$ cat config.mk
export PLATFORM = sky130hd
export DESIGN_NAME = serial_arith_unit
export DESIGN_NICKNAME = d
export VERILOG_FILES = /design/src/rtl/serial_arith_unit.sv
export SDC_FILE = /design/constraint.sdc
export NUM_CORES = 1
export LEC_CHECK = 0
export CAP_MARGIN = 25
export CORE_UTILIZATION = 53
export CTS_CLUSTER_DIAMETER = 50
export DETAILED_ROUTE_END_ITERATION = 8
export PLACE_DENSITY = 0.86
export SYNTH_ARGS = -nofsm -noshare
export SYNTH_HDL_FRONTEND = slang
export SYNTH_SLANG_ARGS = --single-unit
$ cat constraint.sdc
create_clock -name clock -period 1.5 [get_ports clock]
set_input_delay 0.225 -clock clock [delete_from_list [all_inputs] [get_ports clock]]
set_output_delay 0.225 -clock clock [all_outputs]
set_load 0.005 [all_outputs]
$ cat src/rtl/serial_arith_unit.sv
// serial_arith_unit: bit-serial add/sub/compare/accumulate unit, LSB first; SERIAL_OVERFLOW_EN enables the signed overflow flag
module serial_arith_unit #(
  parameter int WIDTH = 5
) (
  input  logic             clock,
  input  logic             reset,
  input  logic             start,
  input  logic [1:0]       mode,
  input  logic [WIDTH-1:0] a,
  input  logic [WIDTH-1:0] b,
  output logic             busy,
  output logic             done,
  output logic [WIDTH-1:0] result,
  output logic             carry_out,
  output logic             equal,
  output logic             not_equal,
  output logic             overflow
);
  localparam int CW = $clog2(WIDTH + 1);
  localparam logic [1:0] IDLE = 2'd0, RUN = 2'd1, DONE = 2'd2;
  localparam logic [1:0] M_ADD = 2'd0, M_SUB = 2'd1, M_CMP = 2'd2, M_ACC = 2'd3;
  logic [1:0]       state_q, state_d, mode_q, mode_d;
  logic [WIDTH-1:0] a_q, a_d, b_q, b_d, y_q, y_d, p_q, p_d, acc_q, acc_d, result_q, result_d;
  logic [CW-1:0]    cnt_q, cnt_d;
  logic             c_q, c_d, eq_q, eq_d, carry_q, carry_d, equal_q, equal_d, ne_q, ne_d, ov_q, ov_d;
  logic             s, cn, eq_n, inv;
  assign busy      = state_q != IDLE;
  assign done      = state_q == DONE;
  assign result    = result_q;
  assign carry_out = carry_q;
  assign equal     = equal_q;
  assign not_equal = ne_q;
  assign overflow  = ov_q;
  // one full-adder slice per cycle; operands shift right, sum shifts in at the MSB
  always_comb begin
    state_d  = state_q;
    mode_d   = mode_q;
    a_d      = a_q;
    b_d      = b_q;
    y_d      = y_q;
    p_d      = p_q;
    acc_d    = acc_q;
    cnt_d    = cnt_q;
    c_d      = c_q;
    eq_d     = eq_q;
    result_d = result_q;
    carry_d  = carry_q;
    equal_d  = equal_q;
    ne_d     = ne_q;
    ov_d     = ov_q;
    s        = a_q[0] ^ y_q[0] ^ c_q;
    cn       = (a_q[0] & y_q[0]) | ((a_q[0] ^ y_q[0]) & c_q);
    eq_n     = eq_q & ~(a_q[0] ^ b_q[0]);
    inv      = mode == M_SUB || mode == M_CMP;
    if (state_q == IDLE) begin
      if (start) begin
        state_d = RUN;
        mode_d  = mode;
        a_d     = a;
        b_d     = b;
        y_d     = mode == M_ACC ? acc_q : inv ? ~b : b;
        c_d     = inv;
        cnt_d   = '0;
        eq_d    = 1'b1;
      end
    end else if (state_q == RUN) begin
      a_d   = a_q >> 1;
      b_d   = b_q >> 1;
      y_d   = y_q >> 1;
      p_d   = {s, p_q[WIDTH-1:1]};
      c_d   = cn;
      eq_d  = eq_n;
      cnt_d = cnt_q + CW'(1);
      if (cnt_q == CW'(WIDTH - 1)) begin
        state_d  = DONE;
        result_d = mode_q == M_CMP ? {{(WIDTH-1){1'b0}}, eq_n} : p_d;
        carry_d  = cn;
        equal_d  = eq_n;
        ne_d     = ~eq_n;
        acc_d    = mode_q == M_ACC ? p_d : acc_q;
`ifdef SERIAL_OVERFLOW_EN
        ov_d     = mode_q == M_CMP ? 1'b0 : c_q ^ cn;
`else
        ov_d     = 1'b0;
`endif
      end
    end else begin
      state_d = IDLE;
    end
  end
  // state registers with synchronous reset; reset mid-run abandons the operation
  always_ff @(posedge clock) begin
    if (reset) begin
      state_q  <= IDLE;
      mode_q   <= '0;
      a_q      <= '0;
      b_q      <= '0;
      y_q      <= '0;
      p_q      <= '0;
      acc_q    <= '0;
      cnt_q    <= '0;
      c_q      <= 1'b0;
      eq_q     <= 1'b0;
      result_q <= '0;
      carry_q  <= 1'b0;
      equal_q  <= 1'b0;
      ne_q     <= 1'b0;
      ov_q     <= 1'b0;
    end else begin
      state_q  <= state_d;
      mode_q   <= mode_d;
      a_q      <= a_d;
      b_q      <= b_d;
      y_q      <= y_d;
      p_q      <= p_d;
      acc_q    <= acc_d;
      cnt_q    <= cnt_d;
      c_q      <= c_d;
      eq_q     <= eq_d;
      result_q <= result_d;
      carry_q  <= carry_d;
      equal_q  <= equal_d;
      ne_q     <= ne_d;
      ov_q     <= ov_d;
    end
  end
endmodule

### Word level (Yosys, flattened, before mapping)

Cells that the tools add are included.

| cells by class | value |
|---|---|
| add/sub/neg operators | 1 |
| equality and inequality tests | 10 |
| multiplexer cells | 25 |
| bitwise operators | 11 |
| reductions and logical operators | 10 |

Operators by type and width:

| cell | number |
|---|---|
| two-way mux 5 bit | 12 |
| equality test 2 bit (second input constant) | 5 |
| two-way mux 3 bit | 3 |
| two-way mux 2 bit | 4 |
| AND reduction 2 bit | 4 |
| two-way mux 1 bit | 6 |
| inverter 5 bit | 1 |
| equality test 2 x 1 -> 1 bit (second input constant) | 2 |
| AND reduction 4 bit | 1 |
| nonzero test 2 bit | 2 |
| adder 3 x 1 -> 3 bit (second input constant) | 1 |
| AND 1 bit | 3 |
| equality test 3 bit (second input constant) | 1 |
| != test 3 x 2 -> 1 bit (second input constant) | 1 |
| inverter 1 bit | 3 |
| AND reduction 3 bit | 1 |
| bitwise XOR 1 bit | 3 |
| zero test 2 bit | 1 |
| != test 2 bit (second input constant) | 1 |
| logical OR 1 bit | 1 |
| OR 1 bit | 1 |

| word-level totals | value |
|---|---|
| flip-flop bits (word level) | 42 |
| output and inout port bits | 11 |
| logic and storage cells | 71 |

### Logic depth before layout (Yosys ltp)

| logic depth | value |
|---|---|
| depth in word-level cells | 6 |
| depth in mapped cells | 7 |
| gate-level depth less buffers | 5 |

### Worst setup path before layout

OpenSTA, ideal clock, no wires.

| path | value |
|---|---|
| path type | reg-to-reg |
| start point | register cnt_q[0] |
| end point | register acc_q[0] |
| setup time | 132 ps |
| data arrival time | 1186 ps |
| required time | 1368 ps |
| path slack | 182 ps |
| cell stages (with the launch flop) | 8 |
| buffers on the path | 2 |
| clock period less this slack | 1318 ps |
| path through | dfxtp_1 > inv_1 > ha_1 > and4b_1 > buf_2 > buf_4 > nand4_1 > a21oi_1 |

| on the way | value |
|---|---|
| word-level cells in the longest chain between the ends | 2 |

RTL lines:

| what | line | text |
|---|---|---|
| start, declared | 24 | `logic [CW-1:0] cnt_q, cnt_d;` |
| start signal, assigned | 117 | `cnt_q <= cnt_d;` |
| equality test 3 bit | 74 | `if (cnt_q == CW'(WIDTH - 1)) begin` |
| AND reduction 4 bit (no source line) | n/a |  |
| end signal, assigned | 100 | `acc_q <= '0;` |
| end signal, assigned | 116 | `acc_q <= acc_d;` |
| end, declared | 23 | `logic [WIDTH-1:0] a_q, a_d, b_q, b_d, y_q, y_d, p_q, p_d, acc_q, acc_d, result_q, result_d;` |

No other way between the ends.
A chain may end at the register's enable or synchronous reset.

### Final worst setup path

| path | value |
|---|---|
| start point | register state_q[1] |
| end point | register acc_q[4] |

| on the way | value |
|---|---|
| word-level cells in the longest chain between the ends | 3 |
| elaborated cells between the ends (all ways) | 4 |
| those cells by class | 1 x eq/ne; 1 x bitwise; 2 x reduce/logical |

RTL lines:

| what | line | text |
|---|---|---|
| start, declared | 22 | `logic [1:0] state_q, state_d, mode_q, mode_d;` |
| start signal, assigned | 110 | `state_q <= state_d;` |
| zero test 2 bit | 55 | `if (state_q == IDLE) begin` |
| inverter 1 bit (no source line) | n/a |  |
| AND reduction 4 bit (no source line) (*) | n/a |  |

Every way passes the cells marked *; elsewhere a longest branch is shown, timed or not.

==> flow_results.org <==
** Status
- Run status :: finished, final reports clean

** CTS
- Counting every sink on the clock net gives 41.
- TritonCTS clock tree :: done
- Clock latency on the worst-skew pair, taken at its later pin, is 0.36 ns.
- The cell sitting at the root of the clock tree is a sky130_fd_sc_hd__clkbuf_4.
- Counting along the longest clock path gives a buffer depth of 2.
- H-tree lvl count :: 2
- The number of hold buffers added after CTS was 0.
- CTS Buf Count :: 5
- Clock transition time at the flip-flop clock pins of the worst setup and hold paths :: 0.12 ns

** Place
- Routability-driven placement finished with a final weighted congestion of 0.814.
- Port buffering added 24 buffers.
- After detailed placement, the total cell area comes to 2170 sq um.
- Post-detail-place hpwl :: 2900 um

** GRT
- Global routing used 24.1% of the available tracks.
- Global-route wire length before repair :: 6490 um
- Entering global routing, the biggest net connects 25 pins.
- Global routing finished with a remaining overflow of 0.
- Number of antenna violations at the first check in global routing :: 0
- Vias in the first global route :: 1511

** Route
- Routed wire length :: 4150 um
- The detail route stage leaves a number of antenna-violating nets equal to 0.
- First-pass iteration count of the detailed router :: 5
- Using the TritonRoute via totals, the vias-per-cell ratio works out to 5.66.
- For this block, the via count after detailed routing is 1681.
- Count of unresolved DRC violations after routing :: 0
- Dividing the detail-routed wire length by the instance count gives 14.0 um.
- For this block, the initial DRC count from the detailed router was 79.

** Cells and area
- The repair_antennas step left the layout with diodes totalling 0.
- The post-route netlist has 13.1% of its cells at a drive strength greater than 1.
- Post-layout instance area :: 2270 sq um
- Layout-stage area growth over the synthesis result :: 21.2%
- For this run, the share of the core covered by cells in the final layout is 67.6%.
- FILL cells :: 315
- # nets final :: 269

** Pwr
- For this design the static power due to leakage is 0.835 nW.
- The worst-case IR drop observed on VDD is 0.564 mV.
- Power density over the cells :: 954 nW/um^2

** Flow run
- The tool flagged a number of max-cap violations equal to 0.

** Yosys
- After synthesis, the largest family of logic cells by area is compound AO/OA/AOI/OAI gates.
- Post-synthesis net count :: 244
- Of the post-synthesis cell area, the part taken by muxes is 1.13%.
- Synthesis inferred 41 register bits.
- Compound-Gate Fraction of Synth Area :: 21.2%
- Number of synthesized flops with an enable pin :: 0
- Post-synthesis cell type with the largest combined area :: sky130_fd_sc_hd__dfxtp_1
- Synthesized instance count :: 225
- After synthesis, the largest area contributor takes up 43.7% of total cell area.
- In this run the cell area of the synthesized design comes to 1880 sq um.
- sky130_fd_sc_hd__dfxtp_1 is the most common cell in the netlist.
- The synthesized netlist devotes 3.07% of its cell area to adder and majority cells.
- Counting instances in the post-synthesis netlist gives the leading cell types as sky130_fd_sc_hd__dfxtp_1, sky130_fd_sc_hd__nand2_1, sky130_fd_sc_hd__a21oi_1, sky130_fd_sc_hd__nor2_1, sky130_fd_sc_hd__o21ai_0.
- Of the synthesized area, sequential elements account for 43.7%.
- Counting flops with an async set or reset pin after synthesis yields a share of 0%.
- In the synthesized netlist the dominant register cell turns out to be sky130_fd_sc_hd__dfxtp_1.
- In the post-synthesis netlist, the biggest area contributors are sky130_fd_sc_hd__dfxtp_1, sky130_fd_sc_hd__nand2_1, sky130_fd_sc_hd__a21oi_1, sky130_fd_sc_hd__o21ai_0, sky130_fd_sc_hd__a311oi_1.
- Post-synthesis share of cell area spent on xor and xnor gates :: 3.27%
- For this run, the number of Yosys warnings is 0.
- The netlist uses 33 different library cells.
- Of the total synthesized cell area, the portion taken by AND, OR, NAND and NOR gates is 20.8%.
- Average instance area after synthesis :: 8.34 sq um

** STA
- Fin crit period :: 1.43 ns
- Fin Setup TNS :: 0 ns
- Final Max Tran Viols :: 0
- Period Utilization, post-route :: 95.6%
- Final Setup Violations :: 0
- Static timing analysis puts the maximum clock frequency at 0.697 GHz.
- The final hold violation count was 0.
- Fin Clk Skew :: 0.00686 ns

** Setup path
- Data on the critical path is required at its endpoint by 1.79 ns.
- Element type at the critical path start :: flip-flop
- STA classifies the critical path endpoint as a flip-flop.
- Data arrival, critical path :: 1.73 ns
- The critical path is of the reg2reg type.
- Maximum fanout along the worst path :: 14

** Floorplan
- For this configuration, the core starts out at a cell density of 55.8%.
- Chip Height :: 61.5 um
- Core region area :: 3360 sq um
- Cell row count :: 21
- The die covers 3780 sq um.
- 26 I/O pins were placed.
- The die is 61.5 um wide.

** Hold path
- The worst hold path belongs to the class in2reg.
## final timing paths
check              from  slack [ns]         to  cells after the start
min                a[4]        0.41     a_q[4]                      3
min reg2reg   result[4]        0.46  result[4]                      2
max reg2reg  state_q[1]        0.07   acc_q[4]                      6
max          state_q[1]        0.07   acc_q[4]                      6
## area by class of cell
class / instances / area (sq um) / area share (%)
multi-input cells: 159 / 945 / 41.5
flip-flops and latches: 41 / 828 / 36.4
repair buffers: 40 / 363 / 16.0
clock buffers: 7 / 65.1 / 2.86
well taps: 46 / 57.6 / 2.53
inverters: 3 / 11.3 / 0.495
clock inverters: 1 / 5.00 / 0.220
## through the flow
step | std cells | total power (W) | hold slack [ns] | worst slack (ns)
after floorplan | 225 | 0.00143 | 0.361 | 0.182
after global placement | 287 | 0.00153 | 0.440 | -0.149
after detailed placement | 287 | 0.00154 | 0.442 | -0.208
after CTS | 297 | 0.00216 | 0.417 | 0.0219
after global routing | 297 | 0.00225 | 0.421 | -0.00102
final | 297 | 0.00217 | 0.411 | 0.0656
## metal layers
metal | up-vias | wire [um] | track usage (%)
met3 | 6 | 212 | 5.25
met2 | 42 | 2110 | 42.5
met4 | 0 | 61 | 12.4
li1 | 832 | - | -
met5 | - | 0 | 0
met1 | 801 | 1770 | 27.0
## cell usage in the layout (no fill, tap or decap), types with 5 or more instances in the layout
cell type / count
sky130_fd_sc_hd__a21oi_1: 24
sky130_fd_sc_hd__a311oi_1: 10
sky130_fd_sc_hd__buf_4: 15
sky130_fd_sc_hd__clkbuf_4: 5
sky130_fd_sc_hd__clkdlybuf4s50_1: 22
sky130_fd_sc_hd__dfxtp_1: 39
sky130_fd_sc_hd__nand2_1: 34
sky130_fd_sc_hd__nand2b_1: 7
sky130_fd_sc_hd__nand3_1: 8
sky130_fd_sc_hd__nand4_1: 5
sky130_fd_sc_hd__nor2_1: 18
sky130_fd_sc_hd__o21ai_0: 18
sky130_fd_sc_hd__xor2_1: 6
## registers in the layout, indices dropped and copies added, names as in the netlist, 2 cells and up
| signal | flops |
|---|---|
| result | 5 |
| mode_q | 2 |
| p_q | 4 |
| y_q | 5 |
| b_q | 5 |
| state_q | 2 |
| cnt_q | 3 |
| acc_q | 5 |
| a_q | 5 |
## report_power, final
group | internal (W) | switching, W | total [W]
registers | 0.00114 | 0.0000433 | 0.00119
logic | 0.000157 | 0.000183 | 0.000340
clock network | 0.000272 | 0.000372 | 0.000643
total | 0.00157 | 0.000598 | 0.00217
## critical path, cell delays in order (launching register included)
cell	delay [ns]
sky130_fd_sc_hd__dfxtp_4	0.38
sky130_fd_sc_hd__buf_4	0.15
sky130_fd_sc_hd__buf_4	0.15
sky130_fd_sc_hd__and4b_1	0.25
sky130_fd_sc_hd__buf_6	0.15
sky130_fd_sc_hd__nand4_1	0.10
sky130_fd_sc_hd__a21oi_1	0.17
## repair_timing
action / CTS / global route
gates resized for setup: 7 / 4
buffers inserted: 2 / 0
hold endpoints to repair: 0 / 0
endpoints found under the setup margin: 2 / 9
## cells by family after synthesis
logic type | count (synthesis)
AO/OA/AOI/OAI | 63
XOR/XNOR | 7
adder cells (fa/ha/maj) | 4
buffers and inverters | 25
flip-flops | 41
multiplexers | 2
other | 1
AND/OR/NAND/NOR | 82
No activity file was read; power rests on OpenSTA's default activity.
